## src/rtl/twiddle_addr_gen_if.sv

```systemverilog
// Bundle of start/status, ROM read port and twiddle output stream for twiddle_addr_gen.
// Latency: none (wires only).
// Backpressure: tw_valid/tw_ready on the output stream; the ROM port has no flow control.
interface twiddle_addr_gen_if #(
  parameter int N         = 32,
  parameter int word_size = 16
);
  localparam int L  = $clog2(N);
  localparam int SW = (L > 1) ? $clog2(L) : 1;
  localparam int IW = L - 1;

  logic                     start;
  logic                     busy;
  logic                     done;
  logic [L-1:0]             rom_read_address;
  logic [2*word_size-1:0]   rom_twiddle;
  logic                     tw_valid;
  logic                     tw_ready;
  logic [2*word_size-1:0]   twiddle;
  logic [SW-1:0]            tw_stage;
  logic [IW-1:0]            tw_index;
  logic                     tw_last;

  // Generator side
  modport master (
    input  start, rom_twiddle, tw_ready,
    output busy, done, rom_read_address, tw_valid, twiddle, tw_stage, tw_index, tw_last
  );

  // Controller / ROM / butterfly side
  modport slave (
    output start, rom_twiddle, tw_ready,
    input  busy, done, rom_read_address, tw_valid, twiddle, tw_stage, tw_index, tw_last
  );
endinterface

```

## src/rtl/twiddle_addr_gen.sv

```systemverilog
// Walks every (stage, butterfly) of a radix-2 DIT FFT, reads the twiddle ROM and streams tagged twiddles.
// Latency: 2 cycles from accepted start to first tw_valid; one beat per cycle with tw_ready held high.
// Backpressure: 2-entry output buffer; issue stalls so at most one ROM read lands after tw_ready drops.
module twiddle_addr_gen #(
  parameter int N         = 32,
  parameter int word_size = 16
) (
  input  logic               clk,
  input  logic               rst,
  twiddle_addr_gen_if.master bus
);
  localparam int L  = $clog2(N);
  localparam int SW = (L > 1) ? $clog2(L) : 1;
  localparam int IW = L - 1;
  localparam int TW = 2 * word_size;

  localparam logic [SW-1:0] S_LAST = SW'(L - 1);
  localparam logic [IW-1:0] J_LAST = IW'(N / 2 - 1);

  typedef enum logic [1:0] {ST_IDLE, ST_RUN, ST_DRAIN, ST_DONE} state_t;

  typedef struct packed {
    logic [SW-1:0] stage;
    logic [IW-1:0] index;
    logic          last;
  } tag_t;

  typedef struct packed {
    logic [TW-1:0] twiddle;
    logic [SW-1:0] stage;
    logic [IW-1:0] index;
    logic          last;
  } beat_t;

  state_t        state_q, state_d;
  logic [SW-1:0] s_q, s_d;
  logic [IW-1:0] j_q, j_d;
  logic [L-1:0]  addr_q, addr_d;
  logic          inflight_q, inflight_d;
  tag_t          tag_q, tag_d;
  beat_t         mem_q [2];
  beat_t         mem_d [2];
  logic          rd_ptr_q, rd_ptr_d;
  logic          wr_ptr_q, wr_ptr_d;
  logic [1:0]    count_q, count_d;

  logic          head_vld;
  logic          push;
  logic          pop;
  logic          issue;
  logic          at_last;
  beat_t         head;

  // ROM address of butterfly j in stage s: keep the low s bits of j, scale up to the stage stride.
  function automatic logic [L-1:0] addr_of(input logic [SW-1:0] s, input logic [IW-1:0] j);
    logic [L-1:0] mask;
    mask = (L'(1) << s) - L'(1);
    return (L'(j) & mask) << (S_LAST - s);
  endfunction

  assign head_vld = (count_q != 2'd0);
  assign pop      = head_vld && bus.tw_ready;
  assign push     = inflight_q;
  assign at_last  = (s_q == S_LAST) && (j_q == J_LAST);
  // The in-flight read is counted as already occupying a slot; a same-cycle pop frees one.
  assign issue    = (state_q == ST_RUN) && (((count_q + {1'b0, inflight_q}) < 2'd2) || pop);

  // Walk counters, registered ROM address and the tag that follows the read one cycle later.
  always_comb begin
    s_d        = s_q;
    j_d        = j_q;
    addr_d     = addr_q;
    tag_d      = tag_q;
    inflight_d = issue;
    if (issue) begin
      tag_d.stage = s_q;
      tag_d.index = j_q;
      tag_d.last  = at_last;
      if (j_q == J_LAST) begin
        j_d = '0;
        s_d = (s_q == S_LAST) ? '0 : s_q + SW'(1);
      end else begin
        j_d = j_q + IW'(1);
      end
      addr_d = addr_of(s_d, j_d);
    end
  end

  // Two-entry output buffer; ROM data is paired with its tag as it lands.
  always_comb begin
    mem_d    = mem_q;
    wr_ptr_d = wr_ptr_q;
    rd_ptr_d = rd_ptr_q;
    count_d  = count_q;
    if (push) begin
      mem_d[wr_ptr_q].twiddle = bus.rom_twiddle;
      mem_d[wr_ptr_q].stage   = tag_q.stage;
      mem_d[wr_ptr_q].index   = tag_q.index;
      mem_d[wr_ptr_q].last    = tag_q.last;
      wr_ptr_d                = ~wr_ptr_q;
    end
    if (pop) begin
      rd_ptr_d = ~rd_ptr_q;
    end
    case ({push, pop})
      2'b10:   count_d = count_q + 2'd1;
      2'b01:   count_d = count_q - 2'd1;
      default: count_d = count_q;
    endcase
  end

  // Pass sequencing: run until the last address goes out, then drain the read and the buffer.
  always_comb begin
    state_d = state_q;
    case (state_q)
      ST_IDLE:  if (bus.start) state_d = ST_RUN;
      ST_RUN:   if (issue && at_last) state_d = ST_DRAIN;
      ST_DRAIN: if (!inflight_q && (count_d == 2'd0)) state_d = ST_DONE;
      ST_DONE:  state_d = ST_IDLE;
      default:  state_d = ST_IDLE;
    endcase
  end

  // State register for FSM, counters, read pipeline and buffer.
  always_ff @(posedge clk) begin
    if (rst) begin
      state_q    <= ST_IDLE;
      s_q        <= '0;
      j_q        <= '0;
      addr_q     <= '0;
      inflight_q <= 1'b0;
      tag_q      <= '0;
      mem_q[0]   <= '0;
      mem_q[1]   <= '0;
      rd_ptr_q   <= 1'b0;
      wr_ptr_q   <= 1'b0;
      count_q    <= 2'd0;
    end else begin
      state_q    <= state_d;
      s_q        <= s_d;
      j_q        <= j_d;
      addr_q     <= addr_d;
      inflight_q <= inflight_d;
      tag_q      <= tag_d;
      mem_q[0]   <= mem_d[0];
      mem_q[1]   <= mem_d[1];
      rd_ptr_q   <= rd_ptr_d;
      wr_ptr_q   <= wr_ptr_d;
      count_q    <= count_d;
    end
  end

  assign head                 = mem_q[rd_ptr_q];
  assign bus.busy             = (state_q == ST_RUN) || (state_q == ST_DRAIN);
  assign bus.done             = (state_q == ST_DONE);
  assign bus.rom_read_address = addr_q;
  assign bus.tw_valid         = head_vld;
  assign bus.twiddle          = head.twiddle;
  assign bus.tw_stage         = head.stage;
  assign bus.tw_index         = head.index;
  assign bus.tw_last          = head.last;
endmodule

```

## src/flat_wrapper.sv

```systemverilog
// flat-port wrapper written by rule: the top's interface ports become plain ports
module twiddle_addr_gen_flat 
#(
  parameter int N         = 32,
  parameter int word_size = 16
)
  (clk, rst, bus_start, bus_rom_twiddle, bus_tw_ready, bus_busy, bus_done, bus_rom_read_address, bus_tw_valid, bus_twiddle, bus_tw_stage, bus_tw_index, bus_tw_last);
  twiddle_addr_gen_if #(.N(N), .word_size(word_size)) bus_i ();
  input  logic clk;
  input  logic rst;
  input wire logic [$bits(bus_i.start)-1:0] bus_start;
  input wire logic [$bits(bus_i.rom_twiddle)-1:0] bus_rom_twiddle;
  input wire logic [$bits(bus_i.tw_ready)-1:0] bus_tw_ready;
  output wire logic [$bits(bus_i.busy)-1:0] bus_busy;
  output wire logic [$bits(bus_i.done)-1:0] bus_done;
  output wire logic [$bits(bus_i.rom_read_address)-1:0] bus_rom_read_address;
  output wire logic [$bits(bus_i.tw_valid)-1:0] bus_tw_valid;
  output wire logic [$bits(bus_i.twiddle)-1:0] bus_twiddle;
  output wire logic [$bits(bus_i.tw_stage)-1:0] bus_tw_stage;
  output wire logic [$bits(bus_i.tw_index)-1:0] bus_tw_index;
  output wire logic [$bits(bus_i.tw_last)-1:0] bus_tw_last;
  assign bus_i.start = bus_start;
  assign bus_i.rom_twiddle = bus_rom_twiddle;
  assign bus_i.tw_ready = bus_tw_ready;
  assign bus_busy = bus_i.busy;
  assign bus_done = bus_i.done;
  assign bus_rom_read_address = bus_i.rom_read_address;
  assign bus_tw_valid = bus_i.tw_valid;
  assign bus_twiddle = bus_i.twiddle;
  assign bus_tw_stage = bus_i.tw_stage;
  assign bus_tw_index = bus_i.tw_index;
  assign bus_tw_last = bus_i.tw_last;
  twiddle_addr_gen #(.N(N), .word_size(word_size)) u_core (.clk(clk), .rst(rst), .bus(bus_i));
endmodule
```

## config.mk

```make
export PLATFORM = sky130hd
export DESIGN_NAME = twiddle_addr_gen_flat
export DESIGN_NICKNAME = d
export VERILOG_FILES = /design/src/rtl/twiddle_addr_gen_if.sv /design/src/rtl/twiddle_addr_gen.sv /design/src/flat_wrapper.sv
export SDC_FILE = /design/constraint.sdc
export NUM_CORES = 1
export LEC_CHECK = 0
export CORE_UTILIZATION = 53
export CTS_BUF_LIST = sky130_fd_sc_hd__clkbuf_8 sky130_fd_sc_hd__clkbuf_16
export DETAILED_ROUTE_END_ITERATION = 8
export PLACE_DENSITY_LB_ADDON = 0.05
export SLEW_MARGIN = 20
export SYNTH_ARGS = -nofsm -noshare
export SYNTH_HDL_FRONTEND = slang
export SYNTH_SLANG_ARGS = --single-unit
```

## constraint.sdc

```tcl
create_clock -name clk -period 3.5 [get_ports clk]
set_clock_uncertainty 0.15 [all_clocks]
set_input_delay 0.7 -clock clk [delete_from_list [all_inputs] [get_ports clk]]
set_output_delay 0.7 -clock clk [all_outputs]
set_load 0.02 [all_outputs]
```

=== Yosys cells after proc, flatten, opt, wreduce, memory -nomap -nowiden ===
Cells that the tools add are included.

* Memories kept: 0
* Bits in read-only memories: 0
* Register bits after elaboration: 107
* Latch bits: 0
* Bits in writable memories: 0
* Logic and storage cells: 85

* Divide/modulo/power cells: 0
* Multipliers: 0
* Reduce and logical (&&, ||, !) cells: 13
* Mux-type cells: 25
* Bitwise operators: 5
* $add $sub $neg: 7
* Shift-type cells: 2
* Magnitude comparators: 4
* Equality and inequality tests: 10

{| class="wikitable"
|+ Operator list
! kind !! number
|-
| bitwise mux 80 bit || 4
|-
| demux 40 bit (select 1 bit) || 4
|-
| two-way mux 40 bit || 4
|-
| two-way mux 3 bit || 3
|-
| two-way mux 4 bit || 2
|-
| two-way mux 8 bit || 1
|-
| one-hot mux 2 bit (4 select lines) || 1
|-
| == test 2 bit, second input constant || 3
|-
| logical AND 1 bit || 6
|-
| two-way mux 2 bit || 3
|-
| AND 4 x 5 -> 5 bit || 1
|-
| two-way mux 5 bit || 1
|-
| left shift 1 x 3 -> 5 bit, first input constant || 1
|-
| left shift 5 x 3 -> 5 bit || 1
|-
| subtractor 5 x 2 -> 5 bit, second input constant || 1
|-
| adder 4 x 1 -> 4 bit, second input constant || 1
|-
| == test 2 x 1 -> 1 bit, second input constant || 2
|-
| == test 4 bit, second input constant || 1
|-
| >= comparator 2 bit, second input constant || 2
|-
| zero test 2 bit || 2
|-
| != test 2 bit, second input constant || 2
|-
| NOT 1 -> 2 bit || 2
|-
| one-hot mux 2 bit (2 select lines) || 1
|-
| adder 3 x 1 -> 3 bit, second input constant || 1
|-
| 14 further kinds || 16
|}

=== Longest topological paths before layout ===
Gate-level depths: netlist of the first run.

* Depth after elaboration: 9
* Gate-level depth with buffers: 13
* Depth with buffers taken out: 13

=== Worst setup path before layout of the first run ===
Ideal clock, no wire load.

* Path kind: reg2reg
* Start: register u_core.j_q[0]
* End: register u_core.addr_q[4] (netlist: u_core.bus.rom_read_address[4])
* Path buffers: 1
* Setup time: 0.135 ns
* Setup slack: 0.544 ns
* Cell stages (with the launch flop): 14
* Period minus slack after synthesis: 2.956 ns
* Data required time: 3.215 ns
* Arrival: 2.671 ns
* Cell sequence: dfxtp_1 > ha_1 > and3_1 > buf_6 > mux2_2 > nor2_1 > ha_1 > inv_1 > ha_1 > inv_1 > o211a_1 > nor3_1 > a2111oi_1 > a211oi_2

* Cells in the longest elaborated chain, start to end: 7
* Elaborated cells between the ends (all ways): 11

{| class="wikitable"
|+ RTL lines
! what !! RTL line !! text
|-
| start: declaration || twiddle_addr_gen.sv:37 || <nowiki>logic [IW-1:0] j_q, j_d;</nowiki>
|-
| start signal: assignment || twiddle_addr_gen.sv:141 || <nowiki>j_q <= j_d;</nowiki>
|-
| == test 4 bit || twiddle_addr_gen.sv:79 || <nowiki>if (j_q == J_LAST) begin</nowiki>
|-
| two-way mux 3 bit || twiddle_addr_gen.sv:79 ||
|-
| two-way mux 3 bit || twiddle_addr_gen.sv:75 || <nowiki>if (issue) begin</nowiki>
|-
| left shift 1 x 3 -> 5 bit || twiddle_addr_gen.sv:57 || <nowiki>mask = (L'(1) << s) - L'(1);</nowiki>
|-
| subtractor 5 x 2 -> 5 bit || twiddle_addr_gen.sv:57 ||
|-
| AND 4 x 5 -> 5 bit || twiddle_addr_gen.sv:58 || <nowiki>return (L'(j) & mask) << (S_LAST - s);</nowiki>
|-
| left shift 5 x 3 -> 5 bit * || twiddle_addr_gen.sv:58 ||
|-
| end signal: assignment || twiddle_addr_gen.sv:142 || <nowiki>addr_q <= addr_d;</nowiki>
|-
| end: declaration || twiddle_addr_gen.sv:38 || <nowiki>logic [L-1:0] addr_q, addr_d;</nowiki>
|}

Every way passes the cells marked *; elsewhere a longest branch is shown, timed or not. The select of a mux whose other input is x is not followed.
A chain may end at the register's enable or synchronous reset.

=== Final worst setup path of the first run ===
* Start: register u_core.j_q[1]
* End: register u_core.addr_q[4] (netlist: u_core.bus.rom_read_address[4])

The elaborated chain is that of the path after synthesis.

==> results of run 1 <==
registers in the layout (all words and copies together) (netlist names):
signal,flops
u_core.mem_q,80
u_core.tag_q,8
u_core.bus.rom_read_address,5
u_core.j_q,4
u_core.s_q,3
u_core.count_q,2
u_core.state_q,2
u_core.inflight_q,1
u_core.rd_ptr_q,1
u_core.wr_ptr_q,1
worst max path at each step:
stage               depth (start not counted)           from                              to
finish                                     12  u_core.j_q[1]  u_core.bus.rom_read_address[4]
global route                               12  u_core.j_q[1]  u_core.bus.rom_read_address[4]
CTS                                        12  u_core.j_q[0]  u_core.bus.rom_read_address[4]
floorplan                                  13  u_core.j_q[0]  u_core.bus.rom_read_address[4]
detailed placement                         12  u_core.j_q[0]  u_core.bus.rom_read_address[4]
global placement                           12  u_core.j_q[0]  u_core.bus.rom_read_address[4]
metal layers:
| layer | GRT usage, % | vias up | wire length [µm] |
|---|---|---|---|
| met5 | 0 | - | 0 |
| met4 | 6.50 | 0 | 35 |
| met3 | 4.69 | 2 | 483 |
| met2 | 40.7 | 77 | 5220 |
| met1 | 29.1 | 1878 | 4870 |
| li1 | - | 2063 | - |
metrics by stage:
step / hold slack (ns) / setup WS (ns) / instance area [µm²] / power, µW / instances
6_report: 0.307 / 0.281 / 5790 / 3470 / 753
5_1_grt: 0.319 / 0.0174 / 5790 / 3690 / 753
4_1_cts: 0.307 / 0.143 / 5790 / 3500 / 753
3_5_place_dp: 0.294 / 0.165 / 5590 / 2770 / 737
3_3_place_gp: 0.287 / 0.270 / 5590 / 2750 / 737
2_1_floorplan: 0.283 / 0.544 / 4720 / 2360 / 581
area by class of cell:
cell class | count | area, µm² | area share [%]
repair buffers | 89 | 886 | 15.3
clock buffers | 11 | 151 | 2.62
flip-flops and latches | 107 | 2140 | 37.0
well taps | 108 | 135 | 2.33
inverters | 10 | 37.5 | 0.648
clock inverters | 5 | 45.0 | 0.778
multi-input cells | 423 | 2390 | 41.3
cells in the mapped netlist (all sizes together), types with 4 or more instances:
| master | count | area [µm²] |
|---|---|---|
| inv | 10 | 37.5 |
| mux2 | 42 | 473 |
| o21ai | 4 | 20.0 |
| buf | 8 | 40.0 |
| nand3 | 6 | 35.0 |
| a211oi | 6 | 50.1 |
| or3 | 4 | 25.0 |
| ha | 10 | 125 |
| and3 | 4 | 25.0 |
| nand2 | 185 | 694 |
| clkbuf | 33 | 124 |
| nor3 | 6 | 30.0 |
| a21oi | 99 | 495 |
| nor2 | 15 | 56.3 |
| dfxtp | 107 | 2140 |
worst register-to-register path, delay by kind of cell, from the launching register on:
kind / cells / cell delay, ns
compound gates: 3 / 0.69
fa+ha+maj: 3 / 0.72
buf+inv: 2 / 0.17
mux: 1 / 0.42
flops: 1 / 0.42
simple gates: 3 / 0.51
kinds of logic after synthesis:
family,count (synthesis)
buffers and inverters,51
AO/OA/AOI/OAI,125
adder cells (fa/ha/maj),10
XOR/XNOR,5
AND/OR/NAND/NOR,239
multiplexers,44
flip-flops,107
layout by cell type (no fill, tap or decap), types with 4 or more instances in the layout:
cell,Yosys,layout
clkbuf_8,0,11
or3_1,4,4
buf_4,0,6
nand2_1,185,185
nor2_1,15,14
clkdlybuf4s50_1,0,82
ha_1,10,9
inv_1,10,10
a211oi_1,5,5
mux2_2,42,42
a21oi_1,99,99
dfxtp_1,107,105
and3_1,4,4
nand3_1,5,5
nor3_1,6,6
power by group:
part	switching, µW	total [µW]	internal (µW)
combinational	715	1270	553
sequential	129	1480	1350
clock	420	727	307
==> qor.csv, run 1 <==
metric,value,unit
Util after Layout,66.7,%
"slowest stage delay, CP",0.43,ns
dominant register cell in the synthesized netlist,dfxtp_1,
hold_buf cts,0,
CTS sink cnt,107,
crit-path cells,ha_2 -> and3_1 -> mux2_2 -> nor2_1 -> ha_1 -> inv_1 -> ha_1 -> inv_1 -> o211a_1 -> nor3_1 -> a2111oi_1 -> a211oi_2,
largest family of logic cells by synthesized area,simple AND/OR/NAND/NOR gates,
Worst-Margin Slew,1.03,ns
FILL cells,738,
row count,34,
"Net count, final",686,
synthesized instance count,581,
Chip Height,96.4,µm
clk root buf,clkbuf_8,
Setup TNS,0,ns
FF-to-FF End,u_core.bus.rom_read_address[4],
Hold EP,u_core.mem_q[73],
Die W,96.4,µm
Pwr per Cell Area,600,nW/µm²
max-cap check violation count,0,
register area share after synthesis,45.4,%
drt drc,0,
Tmin final,3.22,ns
CTS buffer count,9,
Initial Utilization,54.4,%
post-synthesis cell area,4720,µm²
first-pass GRT wire length,16900,µm
post-DR vias/cell,5.34,
post-synthesis simple-gate area fraction,21.2,%
# diodes,0,
Max clock buf depth,2,
Die Area,9290,µm²
worst skew pair latency,0.35,ns
R2R setup slack,0.28,ns
synth unique cells,47,
compound-cell area share of the yosys netlist,15.1,%
arrival time worst endpoint,3.29,ns
peak supply drop,0.000304,V
largest net degree at the start of global routing,62,
post-synthesis adder-cell area fraction,2.65,%
Post-Synth XOR/XNOR Area,0.928,%
Slew Limit Headroom,31.1,%
post-synth net total,627,
"Setup Fix Bufs, Post-CTS",0,
fmax,311,MHz
Critical Path RT,3.57,ns
depth of the CTS H-tree,3,
Startpoint Class,flop,
Starting DRT DRC Count,151,
crit end category,flop,
worst reg2reg path startpoint,u_core.j_q[1],
Vias,4020,
Worst Hold Class,flop to flop,
post-synthesis area per instance,8.13,µm²
PortBufs,83,
vias in the first global route,3744,
gr usage total,23.3,%
clock slew at reported path FFs,0.10,ns
setup violators final,0,
Max Slew Vio Count,0,
Post-synth EDFFs,0,
worst hold path cell count,2,
grt ovf,0,
RSZ-0062 raised after global routing,no,
synthesis warning total,0,
DRT Wirelength,10600,µm
Routed Antenna Nets,0,
hpwl dp,6750,µm
final hold violation count,0,
PostCTS Resize Cnt,0,
WL/cell,14.1,µm
gpl congestion,0.824,
ys async rst share,0,%
layout cell share with drive strength beyond 1,11.8,%
cell family with most CP delay,adder cells,
Yosys reg bits,107,
LEAKAGE,0.00202,µW
Worst Reg2Reg Path Length in Cells,12,
drt first pass iters,4,
synth-to-layout area growth,22.6,%
CTS tree,built,
Final Cycle Share,92.0,%
Ports,84,
core box area,8680,µm²
maximum fanout along the worst path,7,
initial antenna violation count,0,
outcome,"complete, no violations",
Crit path buffers/inverters,2,
mux cell area share after synthesis,10.5,%
crit path max-delay cell type,a2111oi_1,
WS Path Type,flop to flop,
Hold Crit Start,u_core.mem_q[73],
No activity file was read; power rests on OpenSTA's default activity.
==> run 2: changes to the inputs <==
CAP_MARGIN = 5   (was default)
CORE_UTILIZATION = 45   (was 53)
==> run 2 against run 1 <==
Against the previous run:
- die area up 17%
- combinational power about the same
- highest routed layer unchanged
- first-iteration DRC count rose by 30%
- sequential share of layout area is 0.085 points lower
- critical path depth did not move
- largest cell class unchanged
- via count grew 0.47%
- fmax rose by 1.5%
- power is 0.74% lower
- worst setup slack better by 0.046 ns
- critical path type unchanged
- global-route usage decreased by 3.3 points
==> qor.csv, run 2 (synthesis gave the netlist of run 1 again) <==
metric,value,unit,change
Slew Limit Headroom,29.8,%,-1.3 points
crit end category,flop,,
synth-to-layout area growth,22.8,%,
"slowest stage delay, CP",0.48,ns,+0.05 ns
crit path max-delay cell type,dfxtp_1,,
Critical Path Most Common Cell,ha_1,,
post-DR vias/cell,5.18,,-3.0%
largest net degree at the start of global routing,110,,+77%
max-cap check violation count,0,,unchanged
crit-path cells,ha_1 -> and3_1 -> mux2_2 -> nor2_1 -> ha_1 -> inv_1 -> ha_1 -> inv_1 -> o211a_1 -> nor3_1 -> a2111oi_1 -> a211oi_2,,
DRT Wirelength,10900,µm,+2.8%
PnR worst setup slack,0.327,ns,+0.0465 ns
CTS tree,built,,
hold_buf cts,0,,unchanged
Worst Hold Class,flop to flop,,
core box area,10200,µm²,+18%
Fin Hold WS,0.307,ns,-0.000195 ns
depth of the CTS H-tree,3,,unchanged
first-pass GRT wire length,17800,µm,+5.3%
WL/cell,14.0,µm,-0.73%
"Net count, final",685,,-0.15%
# diodes,0,,unchanged
Max clock buf depth,2,,unchanged
Critical Path RT,3.57,ns,about the same
peak supply drop,0.000349,V,+15%
"commonest non-fill, non-tap cell in the layout",nand2_1,,
drt first pass iters,4,,unchanged
FILL cells,961,,+30%
Ports,84,,unchanged
Setup WS pre-CTS,0.324,ns,+0.159 ns
cell family with most CP delay,compound AO/OA/AOI/OAI gates,,
arrival time worst endpoint,3.25,ns,-0.04 ns
PortBufs,83,,unchanged
Routed Antenna Nets,0,,unchanged
clk root buf,clkbuf_8,,
final hold violation count,0,,unchanged
Initial Utilization,46.1,%,-8.3 points
setup violators final,0,,unchanged
PostCTS Resize Cnt,0,,unchanged
Non-Filler Instances,780,,+3.6%
Chip Height,104,µm,+8.4%
Max Slew Vio Count,0,,unchanged
Worst-Margin Slew,1.05,ns,+0.0192 ns
layout cell share with drive strength beyond 1,11.3,%,-0.45 points
Die Area,10900,µm²,+17%
initial antenna violation count,0,,unchanged
Starting DRT DRC Count,197,,+30%
row count,37,,+8.8%
vias in the first global route,3845,,+2.7%
CTS buffer count,9,,unchanged
WS Path Type,flop to flop,,
Final Cycle Share,90.7,%,-1.3 points
gr usage total,20.0,%,-3.3 points
max reg flops,80,,unchanged
worst skew pair latency,0.36,ns,about the same
Startpoint Class,flop,,
grt ovf,0,,unchanged
"commonest non-fill, non-tap cells in the layout","nand2_1, dfxtp_1, a21oi_1, clkdlybuf4s50_1, mux2_2",,
Top reg by flops,u_core.mem_q,,
Vias,4039,,+0.47%
maximum fanout along the worst path,8,,+1
Setup TNS,0,ns,unchanged
outcome,"complete, no violations",,
drt drc,0,,unchanged
R2R setup slack,0.33,ns,+0.05 ns
Inst Count DP,764,,+3.7%
"Setup Fix Bufs, Post-CTS",0,,unchanged
fmax,315,MHz,+1.5%
clock slew at reported path FFs,0.10,ns,about the same
Tmin final,3.17,ns,-0.0465 ns
Pwr per Cell Area,594,nW/µm²,-0.91%
LEAKAGE,0.00201,µW,-0.27%
RSZ-0062 raised after global routing,no,,
Crit path buffers/inverters,2,,unchanged
gpl congestion,0.804,,-2.4%
Die W,104,µm,+8.4%
hpwl dp,6740,µm,about the same
CTS sink cnt,107,,unchanged
## run 2: worst register-to-register path, stage by stage (launching register included)
cell	delay [ns]
dfxtp_1	0.48
ha_1	0.21
and3_1	0.31
mux2_2	0.42
nor2_1	0.13
ha_1	0.21
inv_1	0.10
ha_1	0.23
inv_1	0.08
o211a_1	0.14
nor3_1	0.04
a2111oi_1	0.41
a211oi_2	0.12
## run 2: final cells by class
| class | count | area (µm²) | share of cell area (%) |
|---|---|---|---|
| Clock buffer | 9 | 124 | 2.14 |
| Clock inverter | 7 | 53.8 | 0.928 |
| Inverter | 10 | 37.5 | 0.647 |
| Multi-Input combinational cell | 423 | 2390 | 41.2 |
| Sequential cell | 107 | 2140 | 37.0 |
| Tap cell | 136 | 170 | 2.93 |
| Timing Repair Buffer | 88 | 882 | 15.2 |
## run 2: per-layer routing
metal / track usage (%) / part of all wire [%] / up-vias
met5: 0 / 0 / -
met4: 5.92 / 1.0 / 0
met3: 3.95 / 3.4 / 12
met2: 34.3 / 49 / 60
met1: 25.3 / 46 / 1898
li1: - / - / 2069
## run 2: stage by stage
| step | power (µW) | utilization, % | cell area, µm² |
|---|---|---|---|
| floorplan | 2360 | - | 4720 |
| global placement | 2760 | 54.9 | 5620 |
| detailed placement | 2770 | 54.9 | 5620 |
| CTS | 3480 | 56.6 | 5800 |
| global route | 3660 | 56.7 | 5800 |
| finish | 3450 | 56.7 | 5800 |
## run 2: where the power goes
part / switching, µW / internal [µW] / total (µW) / leakage, µW
combinational: 705 / 556 / 1260 / 0.00105
clock: 435 / 266 / 700 / 0.0000929
sequential: 138 / 1350 / 1480 / 0.000866
## run 2: worst paths after layout
check,from,to,depth (start not counted)
worst min-delay path,u_core.mem_q[76],u_core.mem_q[76],2
worst max-delay path,u_core.j_q[0],u_core.bus.rom_read_address[4],12
worst max register to register,u_core.j_q[0],u_core.bus.rom_read_address[4],12
worst min register to register,u_core.mem_q[76],u_core.mem_q[76],2
